===== src/rtl/dsl_sdram_arbiter.sv =====
// SDRAM access arbiter: schedules refresh, capture writes and USB readback
// onto a single command engine, one burst at a time.
module dsl_sdram_arbiter #(
  parameter int unsigned REFRESH_CYCLES = 937,
  parameter int unsigned ADDR_W         = 24,
  parameter int unsigned LEN_W          = 9,
  parameter int unsigned MAX_STARVE     = 4,
  parameter int unsigned RF_MAX         = 7
) (
  input  logic              sys_clk,
  input  logic              sys_rst,
  input  logic              wr_req,
  input  logic [ADDR_W-1:0] wr_addr,
  input  logic [LEN_W-1:0]  wr_len,
  output logic              wr_gnt,
  input  logic              rd_req,
  input  logic [ADDR_W-1:0] rd_addr,
  input  logic [LEN_W-1:0]  rd_len,
  output logic              rd_gnt,
  output logic              cmd_valid,
  output logic [1:0]        cmd_op,
  output logic [ADDR_W-1:0] cmd_addr,
  output logic [LEN_W-1:0]  cmd_len,
  input  logic              cmd_ack,
  input  logic              cmd_done,
  output logic              rf_overdue
);

  localparam int unsigned TMR_W = (REFRESH_CYCLES > 1) ? $clog2(REFRESH_CYCLES) : 1;
  localparam int unsigned RFP_W = $clog2(RF_MAX + 1);
  localparam int unsigned STV_W = $clog2(MAX_STARVE + 1);

  localparam logic [TMR_W-1:0] TMR_RELOAD = TMR_W'(REFRESH_CYCLES - 1);
  localparam logic [RFP_W-1:0] RFP_MAX    = RFP_W'(RF_MAX);
  localparam logic [STV_W-1:0] STV_MAX    = STV_W'(MAX_STARVE);

  typedef enum logic [1:0] {
    ST_IDLE  = 2'd0,
    ST_ISSUE = 2'd1,
    ST_BUSY  = 2'd2
  } state_t;

  typedef enum logic [1:0] {
    OP_WR = 2'b00,
    OP_RD = 2'b01,
    OP_RF = 2'b10
  } op_t;

  state_t            state_q, state_d;
  op_t               cmd_op_q, cmd_op_d;
  logic              cmd_valid_q, cmd_valid_d;
  logic [ADDR_W-1:0] cmd_addr_q, cmd_addr_d;
  logic [LEN_W-1:0]  cmd_len_q, cmd_len_d;
  logic              wr_gnt_q, wr_gnt_d;
  logic              rd_gnt_q, rd_gnt_d;
  logic [RFP_W-1:0]  rf_pend_q, rf_pend_d;
  logic              rf_overdue_q, rf_overdue_d;
  logic [STV_W-1:0]  starve_q, starve_d;
  logic [TMR_W-1:0]  timer_q, timer_d;

  logic sel_rf, sel_rd, sel_wr;
  logic wr_grant, rd_grant, rf_ack, rf_tick;

  // Source selection in IDLE; a starved reader jumps ahead of the writer.
  always_comb begin
    sel_rf = 1'b0;
    sel_rd = 1'b0;
    sel_wr = 1'b0;
    if (state_q == ST_IDLE) begin
      if (rf_pend_q != '0)                    sel_rf = 1'b1;
      else if (rd_req && starve_q == STV_MAX) sel_rd = 1'b1;
      else if (wr_req)                        sel_wr = 1'b1;
      else if (rd_req)                        sel_rd = 1'b1;
    end
  end

  always_comb begin
    state_d     = state_q;
    cmd_valid_d = cmd_valid_q;
    cmd_op_d    = cmd_op_q;
    cmd_addr_d  = cmd_addr_q;
    cmd_len_d   = cmd_len_q;
    wr_grant    = 1'b0;
    rd_grant    = 1'b0;
    rf_ack      = 1'b0;
    case (state_q)
      ST_IDLE: begin
        if (sel_rf) begin
          cmd_op_d    = OP_RF;
          cmd_addr_d  = '0;
          cmd_len_d   = '0;
          cmd_valid_d = 1'b1;
          state_d     = ST_ISSUE;
        end else if (sel_wr) begin
          // Zero-length requests are granted here without touching the engine.
          if (wr_len == '0) begin
            wr_grant = 1'b1;
          end else begin
            cmd_op_d    = OP_WR;
            cmd_addr_d  = wr_addr;
            cmd_len_d   = wr_len;
            cmd_valid_d = 1'b1;
            state_d     = ST_ISSUE;
          end
        end else if (sel_rd) begin
          if (rd_len == '0) begin
            rd_grant = 1'b1;
          end else begin
            cmd_op_d    = OP_RD;
            cmd_addr_d  = rd_addr;
            cmd_len_d   = rd_len;
            cmd_valid_d = 1'b1;
            state_d     = ST_ISSUE;
          end
        end
      end
      ST_ISSUE: begin
        if (cmd_ack) begin
          cmd_valid_d = 1'b0;
          wr_grant    = (cmd_op_q == OP_WR);
          rd_grant    = (cmd_op_q == OP_RD);
          rf_ack      = (cmd_op_q == OP_RF);
          state_d     = cmd_done ? ST_IDLE : ST_BUSY;
        end
      end
      ST_BUSY: begin
        if (cmd_done) state_d = ST_IDLE;
      end
      default: begin
        state_d     = ST_IDLE;
        cmd_valid_d = 1'b0;
      end
    endcase
    wr_gnt_d = wr_grant;
    rd_gnt_d = rd_grant;
  end

  always_comb begin
    starve_d = starve_q;
    if (rd_grant) begin
      starve_d = '0;
    end else if (wr_grant) begin
      if (!rd_req)                  starve_d = '0;
      else if (starve_q != STV_MAX) starve_d = starve_q + 1'b1;
    end
  end

  // A tick and a refresh ack in the same cycle cancel out.
  always_comb begin
    rf_tick      = (timer_q == '0);
    timer_d      = rf_tick ? TMR_RELOAD : timer_q - 1'b1;
    rf_pend_d    = rf_pend_q;
    rf_overdue_d = rf_overdue_q;
    if (rf_tick && !rf_ack) begin
      if (rf_pend_q == RFP_MAX) rf_overdue_d = 1'b1;
      else                      rf_pend_d    = rf_pend_q + 1'b1;
    end else if (rf_ack && !rf_tick) begin
      rf_pend_d = rf_pend_q - 1'b1;
    end
  end

  always_ff @(posedge sys_clk or negedge sys_rst) begin
    if (!sys_rst) begin
      state_q      <= ST_IDLE;
      cmd_valid_q  <= 1'b0;
      cmd_op_q     <= OP_WR;
      cmd_addr_q   <= '0;
      cmd_len_q    <= '0;
      wr_gnt_q     <= 1'b0;
      rd_gnt_q     <= 1'b0;
      rf_pend_q    <= '0;
      rf_overdue_q <= 1'b0;
      starve_q     <= '0;
      timer_q      <= TMR_RELOAD;
    end else begin
      state_q      <= state_d;
      cmd_valid_q  <= cmd_valid_d;
      cmd_op_q     <= cmd_op_d;
      cmd_addr_q   <= cmd_addr_d;
      cmd_len_q    <= cmd_len_d;
      wr_gnt_q     <= wr_gnt_d;
      rd_gnt_q     <= rd_gnt_d;
      rf_pend_q    <= rf_pend_d;
      rf_overdue_q <= rf_overdue_d;
      starve_q     <= starve_d;
      timer_q      <= timer_d;
    end
  end

  assign wr_gnt     = wr_gnt_q;
  assign rd_gnt     = rd_gnt_q;
  assign cmd_valid  = cmd_valid_q;
  assign cmd_op     = cmd_op_q;
  assign cmd_addr   = cmd_addr_q;
  assign cmd_len    = cmd_len_q;
  assign rf_overdue = rf_overdue_q;

endmodule


===== config.mk =====
export PLATFORM = sky130hd
export DESIGN_NAME = dsl_sdram_arbiter
export DESIGN_NICKNAME = d
export VERILOG_FILES = /design/src/rtl/dsl_sdram_arbiter.sv
export SDC_FILE = /design/constraint.sdc
export NUM_CORES = 1
export LEC_CHECK = 0
export BUFFER_PORTS_ARGS = -buffer_cell sky130_fd_sc_hd__buf_2
export CORE_UTILIZATION = 53
export DETAILED_ROUTE_END_ITERATION = 8
export PLACE_DENSITY = 0.91
export SLEW_MARGIN = 20
export SYNTH_ARGS = -nofsm -noshare
export SYNTH_HDL_FRONTEND = slang
export SYNTH_SLANG_ARGS = --single-unit

===== constraint.sdc =====
create_clock -name sys_clk -period 9.3 [get_ports sys_clk]
set_clock_uncertainty 0.1 [all_clocks]
set_input_delay 0 -clock sys_clk [delete_from_list [all_inputs] [get_ports sys_clk]]
set_output_delay 0 -clock sys_clk [all_outputs]
set_load 0.01 [all_outputs]

==> impl_metrics.toml, run 1 <==
[pwr]
ir_drop_uv = 217
p_leak_uw = 0.00216
power.density_nw_per_um2 = 291

[global_routing]
grt_usage = 0.478
grt_most_used_layer = "met2"
met2_usage = 0.715
grt_start_max_net_pins = 58
grt_use_met3 = 0.188
antenna_found_initial = 1
grt_pass1_wl_mm = 19.0
met1_usage = 0.567
gr-total-overflow = 0
grt_pass1_vias = 3440

[timing]
hold_viol_final = 0
report.final.setup_viol = 0
fmax_mhz = 263
layout_min_cycle_time_ns = 3.80
tns_ns = 0
slew_viol_final = 0
maxSlewHeadroom = 0.258
fin_crit_sh = 0.409
worst_slew_pin_slew_ns = 1.10
rsz0062_at_grt = "no"

[yosys]
async_reset_ff_frac = 1.00
synthTopCellsByCount = "52 x dfrtp_1, 33 x a22o_1, 31 x mux2_2, 11 x nand2_1, 11 x nor2_1"
netlist_instances = 240
yosysMostFrequentCell = "dfrtp_1"
synth_area_um2 = 2860
synth-seq-area-share = 0.501
synth_top_area_share = 0.455
synth-warning-count = 0
synth_cell_types = 47
synth.area.top_cells = "dfrtp_1 45%, mux2_2 12%, a22o_1 10%"
ys_ff_latch = 57
synth.avg_cell_area_um2 = 11.9
synth_ff_type = "dfrtp_1"
synth-edff-count = 0
synth_top_cell_by_area = "dfrtp_1"
syn-num-nets = 316

[placement]
hpwl_mm = 5.02
portBuffers = 110
placedCellCount = 413
place_congestion = 0.837

[floorplan]
dieWidth_um = 75.5
start_util = 0.556
die_h_um = 75.5
dieArea_um2 = 5690
coreArea_um2 = 5140
io_pins = 111
core.rowCount = 26

[worst_setup_path]
arrival_ns = 3.99
cpPeakStageDelay_ns = 0.92
worstPathRequired_ns = 9.48
path_cells = "nor3_1, and4_1, buf_4, a22o_1, dlygate4sd3_1, mux2_2"
path_class = "flip-flop to flip-flop"
crit_fanout = 22
cp_num_buf_inv = 2
start_kind = "flip-flop"
crit_family = "simple AND/OR/NAND/NOR gates"
crit_path_top_delay_cell = "nor3_1"
end_kind = "flip-flop"

[job]
maxCapViolCount = 0

[cells_and_area]
area_growth_pct = 53.1
num-nets-final = 503
drive_gt1_frac = 0.401
instances_no_fill = 503

[clock_tree]
clockBufferDepth = 2
numCtsBuffers = 9
root_buffer = "clkbuf_8"
clock_latency_ns = 0.35
cts_setup_buffers = 0
ctsResizeCount = 0
cts_tree = "done"
path_clk_slew_ns = 0.07
clock_sinks = 57
htreeDepth = 3
hold_buffers = 72

[routing]
finalWirelength_mm = 13.4
drc = 0
first_iter_violations = 571
viasPerCell = 6.85
avgRoutedWirePerCell_um = 26.6
vias = 3446
firstDrtPassIters = 5
detail-route-antenna-nets = 0

[worst_hold_path]
hold_class = "primary input to flip-flop"

[run_status]
status = "finished clean"
-- final cells by class --
| cell class | instances | area, um2 |
|---|---|---|
| diodes | 2 | 5.00 |
| clock buffers | 15 | 156 |
| fillers | 228 | 761 |
| inverters | 8 | 30.0 |
| multi-input cells | 164 | 1330 |
| flip-flops and latches | 57 | 1430 |
| well taps | 70 | 87.6 |
| repair buffers | 187 | 1340 |
-- per-stage QoR --
| step | power [uW] | setup slack (ns) | area, um2 | hold slack (ns) | util |
|---|---|---|---|---|---|
| final | 1270 | 5.50 | 4380 | 0.0860 | 0.852 |
| after floorplan | 718 | 6.38 | 2860 | -0.396 | - |
| after global routing | 1320 | 5.52 | 4380 | 0.0928 | 0.852 |
| after detailed placement | 873 | 6.20 | 3480 | 0.0496 | 0.677 |
| after CTS | 1150 | 6.08 | 4360 | 0.0338 | 0.848 |
| after global placement | 836 | 6.29 | 3450 | 0.0501 | 0.672 |
-- layer usage --
metal  wire [um]  up-vias
met4        1260        0
met2        5950      424
li1            -     1280
met1        4440     1595
met3        1730      147
met5           0        -
-- logic make-up (layout without fill, tap and decap cells) --
family,after synthesis,count (layout),synth area share
flops,57,57,0.501
other cells,0,2,0
compound gates,68,68,0.189
simple gates,53,53,0.107
mux,34,34,0.133
fa+ha+maj,4,4,0.0201
buf+inv,19,210,0.0337
xor+xnor,5,5,0.0153
-- worst paths after layout --
path / cells after the start / to / from / slack (ns)
max in group asynchronous: 3 / cmd_addr[22]$_DFFE_PN0P_ / sys_rst / 8.38
min in group asynchronous: 3 / cmd_len[7]$_DFFE_PN0P_ / sys_rst / 0.23
setup reg to reg: 6 / cmd_len[1]$_DFFE_PN0P_ / rf_pend_q[0]$_DFFE_PN0P_ / 5.50
hold / removal: 4 / wr_gnt$_DFF_PN0_ / wr_len[6] / 0.09
setup / recovery: 6 / cmd_len[1]$_DFFE_PN0P_ / rf_pend_q[0]$_DFFE_PN0P_ / 5.50
hold reg to reg: 1 / rf_overdue$_DFFE_PN0P_ / rf_overdue$_DFFE_PN0P_ / 0.40
-- state kept, by name (all words and copies together), names as in the netlist --
register / count
rf_pend_q: 3
rd_gnt: 1
cmd_valid: 1
cmd_len: 9
cmd_addr: 24
rf_overdue: 1
state_q: 2
timer_q: 10
starve_q: 3
cmd_op: 2
wr_gnt: 1
-- power by group --
group	leakage (uW)	total [uW]	switching, uW	internal, uW
Combinational	0.00139	641	316	325
Sequential	0.000700	427	88.4	339
Clock	0.0000778	207	103	103
Total	0.00216	1270	508	767
-- worst min-delay path, delay by kind of cell --
| kind | cells | cell delay [ns] |
|---|---|---|
| buffers and inverters | 1 | 0.09 |
| and+or+nand+nor | 2 | 0.17 |
| AOI/OAI and AO/OA | 1 | 0.21 |
-- placed cells by master, fill, tap and decap left out, types with 2 or more instances in the layout --
cell	Yosys	final
inv_1	8	8
dfrtp_1	52	52
nand2b_1	2	2
xor2_1	2	2
clkbuf_1	6	5
nand3b_1	3	3
nor2_1	11	11
or3b_2	2	2
a31oi_1	2	2
buf_2	2	110
mux2_1	2	2
o21ai_0	7	7
a22o_1	33	33
dfstp_2	5	5
ha_1	3	3
mux2_2	31	31
dlygate4sd3_1	0	72
o31ai_1	2	2
clkbuf_8	0	10
and4_1	2	2
nor4_1	3	3
diode_2	0	2
nor3_1	4	4
a21o_1	2	2
nand3_1	3	3
buf_4	0	3
or2_2	3	3
a31o_2	2	2
a21oi_1	8	8
nand2_1	11	11
xnor2_1	3	3
or3_1	5	5
No activity file was read; power rests on OpenSTA's default activity.
==> run 2: changes to the inputs <==
- ABC_AREA: unset -> 1
- CORE_UTILIZATION: 53 -> 46
- PLACE_DENSITY: 0.91 -> 0.82
- clock period: 9.3 -> 3.1 ns (I/O delays scaled with it)
==> run 2 against run 1 <==
Via count shrank 2.3%; die area rose by 31%; utilization down 16 points; clock-buffer cell count decreased by 4; combinational power increased to 3.1 times the previous value; critical path type unchanged.
==> impl_metrics.toml, run 2 <==
[run_status]
status = "finished clean"

[routing]
viasPerCell = 4.90
first_iter_violations = 277
finalWirelength_mm = 9.43
detail-route-antenna-nets = 0
drc = 0
vias = 3368
firstDrtPassIters = 4
avgRoutedWirePerCell_um = 13.7

[global_routing]
grt_pass1_vias = 3516
grt_usage = 0.272
gr-total-overflow = 0
antenna_found_initial = 0
grt_start_max_net_pins = 71
grt_pass1_wl_mm = 15.4

[timing]
slew_viol_final = 0
layout_min_cycle_time_ns = 2.72
whs_ns = 0.0445
maxSlewHeadroom = 0.372
report.final.setup_viol = 0
hold_viol_final = 0
fmax_mhz = 367
tns_ns = 0
worst_slew_pin_slew_ns = 0.943
fin_crit_sh = 0.879
rsz0062_at_grt = "no"

[cells_and_area]
diodes = 0
drive_gt1_frac = 0.291
final_common_cell = "nand2_1"
layout_common_cells = "113 x nand2_1, 110 x buf_2, 70 x dlygate4sd3_1, 60 x inv_1, 52 x dfrtp_1"
num-nets-final = 662
fin_util = 0.690
area_growth_pct = 44.3
largest_reg_flops = 24

[yosys]
syn-num-nets = 481
synth_top_cell_by_area = "dfrtp_1"
async_reset_ff_frac = 1.00
synth.area.top_cells = "dfrtp_1 40%, nand2_1 13%, inv_1 6.9%"
synth-edff-count = 0
synth_area_um2 = 3270
synth_ff_type = "dfrtp_1"
synth-warning-count = 0
synth_top_area_share = 0.398
netlist_instances = 405
yosysMostFrequentCell = "nand2_1"
synthTopCellsByCount = "113 x nand2_1, 60 x inv_1, 52 x dfrtp_1, 35 x nor2_1, 29 x o21a_1"
synth_cell_types = 33
ys_ff_latch = 57
synth.avg_cell_area_um2 = 8.07
synth-seq-area-share = 0.439

[floorplan]
io_pins = 111
dieArea_um2 = 7440
start_util = 0.478
coreArea_um2 = 6830
die_h_um = 86.3
dieWidth_um = 86.3
core.rowCount = 30

[worst_setup_path]
reg2reg_depth = 10
arrival_ns = 2.86
end_kind = "flip-flop"
start_kind = "flip-flop"
path_class = "flip-flop to flip-flop"
worstPathRequired_ns = 3.24
crit_fanout = 27

[pwr]
power.density_nw_per_um2 = 815
finalPower_uw = 3840
p_leak_uw = 0.00241
ir_drop_uv = 483

[clock_tree]
root_buffer = "clkbuf_8"
cts_tree = "done"
numCtsBuffers = 9
clockBufferDepth = 2
hold_buffers = 70
path_clk_slew_ns = 0.07
clock_sinks = 57
htreeDepth = 3
ctsResizeCount = 0
clock_latency_ns = 0.33
cts_setup_buffers = 0

[placement]
portBuffers = 110
hpwl_mm = 5.53
place_congestion = 0.796

[job]
maxCapViolCount = 0

[worst_hold_path]
hold_class = "primary input to flip-flop"
hold_path_depth = 6
-- run 2: cells by family after synthesis --
| logic type | Yosys count | synth area share |
|---|---|---|
| and+or+nand+nor | 187 | 0.252 |
| AOI/OAI and AO/OA | 80 | 0.174 |
| buffers and inverters | 75 | 0.113 |
| DFF | 57 | 0.439 |
| adders and majority gates | 4 | 0.0176 |
| xor gates and xnor gates | 2 | 0.00536 |
-- run 2: cell type report --
cell class / instances / area (um2)
fill: 520 / 2120
multi-input combinational: 273 / 1470
sequential: 57 / 1430
timing repair buffer: 183 / 1270
inverter: 62 / 233
clock buffer: 11 / 131
tap: 96 / 120
clock inverter: 5 / 56.3
-- run 2: power by group --
| group | leakage (uW) | switching (uW) | internal [uW] |
|---|---|---|---|
| Sequential | 0.000709 | 189 | 1010 |
| Clock | 0.0000933 | 304 | 370 |
| Combinational | 0.00161 | 1110 | 851 |
-- run 2: per-layer routing --
layer	routed length, um	track usage	part of all wire	vias to the layer above
li1	-	-	-	1636
met1	3430	0.276	0.36	1575
met2	5200	0.514	0.55	121
met3	425	0.0638	0.045	36
met4	368	0.144	0.039	0
met5	0	0	0	-
-- run 2: stage by stage --
step | std cells | area [um2] | worst slack [ns]
after floorplan | 405 | 3270 | 0.918
after global placement | 601 | 3820 | 0.683
after detailed placement | 601 | 3820 | 0.590
after CTS | 687 | 4710 | 0.428
after global routing | 687 | 4710 | 0.214
final | 687 | 4710 | 0.376
-- run 2: worst max-delay path, stage by stage, from the launching register on --
cell           delay (ns)
dfrtp_1              0.37
inv_1                0.07
ha_1                 0.23
nand3_4              0.13
nand2_4              0.09
nor3_4               0.33
buf_4                0.37
nand2_1              0.09
o21a_1               0.11
dlygate4sd3_1        0.59
o21ai_2              0.16
-- run 2: path summary, 6_finish.rpt --
kind	from	end	slack [ns]
setup / recovery	starve_q[0]$_DFFE_PN0P_	cmd_addr[14]$_DFFE_PN0P_	0.38
hold / removal	wr_len[8]	wr_gnt$_DFF_PN0_	0.04
setup reg to reg	starve_q[0]$_DFFE_PN0P_	cmd_addr[14]$_DFFE_PN0P_	0.38
hold reg to reg	timer_q[0]$_DFF_PN0_	timer_q[0]$_DFF_PN0_	0.33
max in group asynchronous	sys_rst	timer_q[3]$_DFF_PN1_	1.79
min in group asynchronous	sys_rst	rf_pend_q[0]$_DFFE_PN0P_	0.26
==> run 3: changes to the inputs <==
--- a/config.mk
+++ b/config.mk
@@ -7,7 +7,7 @@
 export LEC_CHECK = 0
-export ABC_AREA = 1
 export BUFFER_PORTS_ARGS = -buffer_cell sky130_fd_sc_hd__buf_2
-export CORE_UTILIZATION = 46
+export CORE_ASPECT_RATIO = 0.75
+export CORE_UTILIZATION = 44
 export DETAILED_ROUTE_END_ITERATION = 8
-export PLACE_DENSITY = 0.82
+export PLACE_DENSITY = 0.81
 export SLEW_MARGIN = 20
--- a/constraint.sdc
+++ b/constraint.sdc
@@ -4,2 +4,2 @@
 set_output_delay 0 -clock sys_clk [all_outputs]
-set_load 0.01 [all_outputs]
+set_load 0.005 [all_outputs]
==> run 3 against run 2 <==
First-iteration DRC count decreased by 48%; via count decreased by 16%; largest cell class is now sequential cells; combinational power decreased by 17%; routed wire length decreased by 6.7%; setup slack got worse by 0.15 ns; maximum frequency decreased by 5.1%; sequential share of layout area increased by 1.6 points; sequential power about the same; critical path type unchanged.
==> impl_metrics.toml, run 3 (synthesis gave the netlist of run 1 again) <==
[routing]
avgRoutedWirePerCell_um = 17.0
viasPerCell = 5.44
first_iter_violations = 145
detail-route-antenna-nets = 0
drc = 0
finalWirelength_mm = 8.80
vias = 2813
firstDrtPassIters = 4

[run_status]
status = "finished clean"

[timing]
slew_viol_final = 0
tns_ns = 0
worst_slew_pin_slew_ns = 0.599
fin_crit_sh = 0.926
rsz0062_at_grt = "no"
layout_min_cycle_time_ns = 2.87
whs_ns = 0.0311
fmax_mhz = 348
finalWorstSetupSlack_ns = 0.229
report.final.setup_viol = 0
hold_viol_final = 0
maxSlewHeadroom = 0.590

[global_routing]
antenna_found_initial = 1
grt_start_max_net_pins = 47
grt_pass1_wl_mm = 14.1
gr-total-overflow = 0
grt_pass1_vias = 2963
grt_usage = 0.279

[placement]
portBuffers = 110
dp_worst_setup_slack_ns = 0.125
place_congestion = 0.804
hpwl_mm = 4.78

[clock_tree]
clock_sinks = 57
clock_latency_ns = 0.34
clockBufferDepth = 2
root_buffer = "clkbuf_8"
numCtsBuffers = 9
htreeDepth = 3
path_clk_slew_ns = 0.06
cts_tree = "done"

[floorplan]
dieWidth_um = 95.1
start_util = 0.455
coreArea_um2 = 6290
dieArea_um2 = 6830
core.rowCount = 25
io_pins = 111
die_h_um = 71.8

[worst_setup_path]
crit_fanout = 5
start_kind = "flip-flop"
path_class = "flip-flop to flip-flop"
reg2reg_depth = 10
rrSetupSlack_ns = 0.23
rr_endpoint = "rf_pend_q[2]$_DFFE_PN0P_"
path_cells = "inv_1, ha_1, or3b_4, or3_4, nor3_2, inv_1, fa_1, nor3_2, a31o_2, a21oi_1"
worstPathRequired_ns = 3.22
cp_num_buf_inv = 2
crit_family = "simple AND/OR/NAND/NOR gates"
arrival_ns = 2.99
crit_path_top_delay_cell = "or3b_4"
cpPeakStageDelay_ns = 0.43
end_kind = "flip-flop"
timing.rr.start = "timer_q[0]$_DFF_PN0_"

[worst_hold_path]
whs_endpoint = "starve_q[2]$_DFFE_PN0P_"
hold_path_depth = 4
min_from = "wr_req"
hold_class = "primary input to flip-flop"

[pwr]
p_leak_uw = 0.00222
ir_drop_uv = 469
power.density_nw_per_um2 = 795

[cells_and_area]
area_growth_pct = 56.8
largest_reg_flops = 24
num-nets-final = 507
final_common_cell = "buf_2"
layout_common_cells = "109 x buf_2, 72 x dlygate4sd3_1, 52 x dfrtp_1, 33 x a22o_1, 31 x mux2_2"
drive_gt1_frac = 0.425

[job]
maxCapViolCount = 0
==> run 3: cell types whose count changed in the layout (fill, tap and decap cells not counted), sizes merged, moves of 29 or more <==
cell	previous run	this run
nand2	120	11
inv	62	8
a22o	0	33
mux2	0	33
o21a	29	0
o21ai	42	8
==> run 3: timing repair <==
| item | CTS | global route |
|---|---|---|
| buffers inserted | 0 | 0 |
| resized for setup | 0 | 4 |
| hold endpoints to repair | 80 | 0 |
| endpoints found under the setup margin | 0 | 2 |
| hold buffers | 72 | 0 |
==> run 3: report_power, final <==
part           switching [uW]  internal (uW)
Clock                     282            453
Combinational             689            943
Sequential                183           1020
==> run 3: stage by stage <==
step           power (uW)  cells  area (um2)  utilization
2_1_floorplan        2070    240        2860            -
3_3_place_gp         2460    429        3530        0.561
3_5_place_dp         2510    429        3530        0.561
4_1_cts              3520    516        4460        0.709
5_1_grt              3800    517        4480        0.713
6_report             3570    517        4480        0.713
==> run 3: tightest hold or removal path, delay by kind of cell <==
| kind | cells | cell delay, ns |
|---|---|---|
| buffers and inverters | 1 | 0.11 |
| AOI/OAI and AO/OA | 2 | 0.21 |
| and+or+nand+nor | 1 | 0.10 |
==> run 3: area by class of cell <==
cell class | instances | area (um2)
Antenna cell | 1 | 2.50
Clock buffer | 13 | 179
Clock inverter | 2 | 35.0
Fill cell | 419 | 1800
Inverter | 8 | 30.0
Multi-Input combinational cell | 164 | 1350
Sequential cell | 57 | 1430
Tap cell | 81 | 101
Timing Repair Buffer | 191 | 1350
==> run 3: per-layer routing <==
metal,GRT usage,vias to the layer above,part of all wire
li1,-,1299,-
met1,0.306,1346,0.39
met2,0.474,131,0.51
met3,0.0807,37,0.054
met4,0.175,0,0.044
met5,0,-,0
==> run 3: worst max-delay path by stage <==
stage / from / end / cells after the start
final: timer_q[0]$_DFF_PN0_ / rf_pend_q[2]$_DFFE_PN0P_ / 10
after global placement: timer_q[0]$_DFF_PN0_ / rf_pend_q[2]$_DFFE_PN0P_ / 10
after CTS: timer_q[0]$_DFF_PN0_ / rf_pend_q[2]$_DFFE_PN0P_ / 10
after global routing: timer_q[0]$_DFF_PN0_ / rf_pend_q[2]$_DFFE_PN0P_ / 10
after floorplan: timer_q[0]$_DFF_PN0_ / rf_pend_q[2]$_DFFE_PN0P_ / 10
after detailed placement: timer_q[0]$_DFF_PN0_ / rf_pend_q[2]$_DFFE_PN0P_ / 10
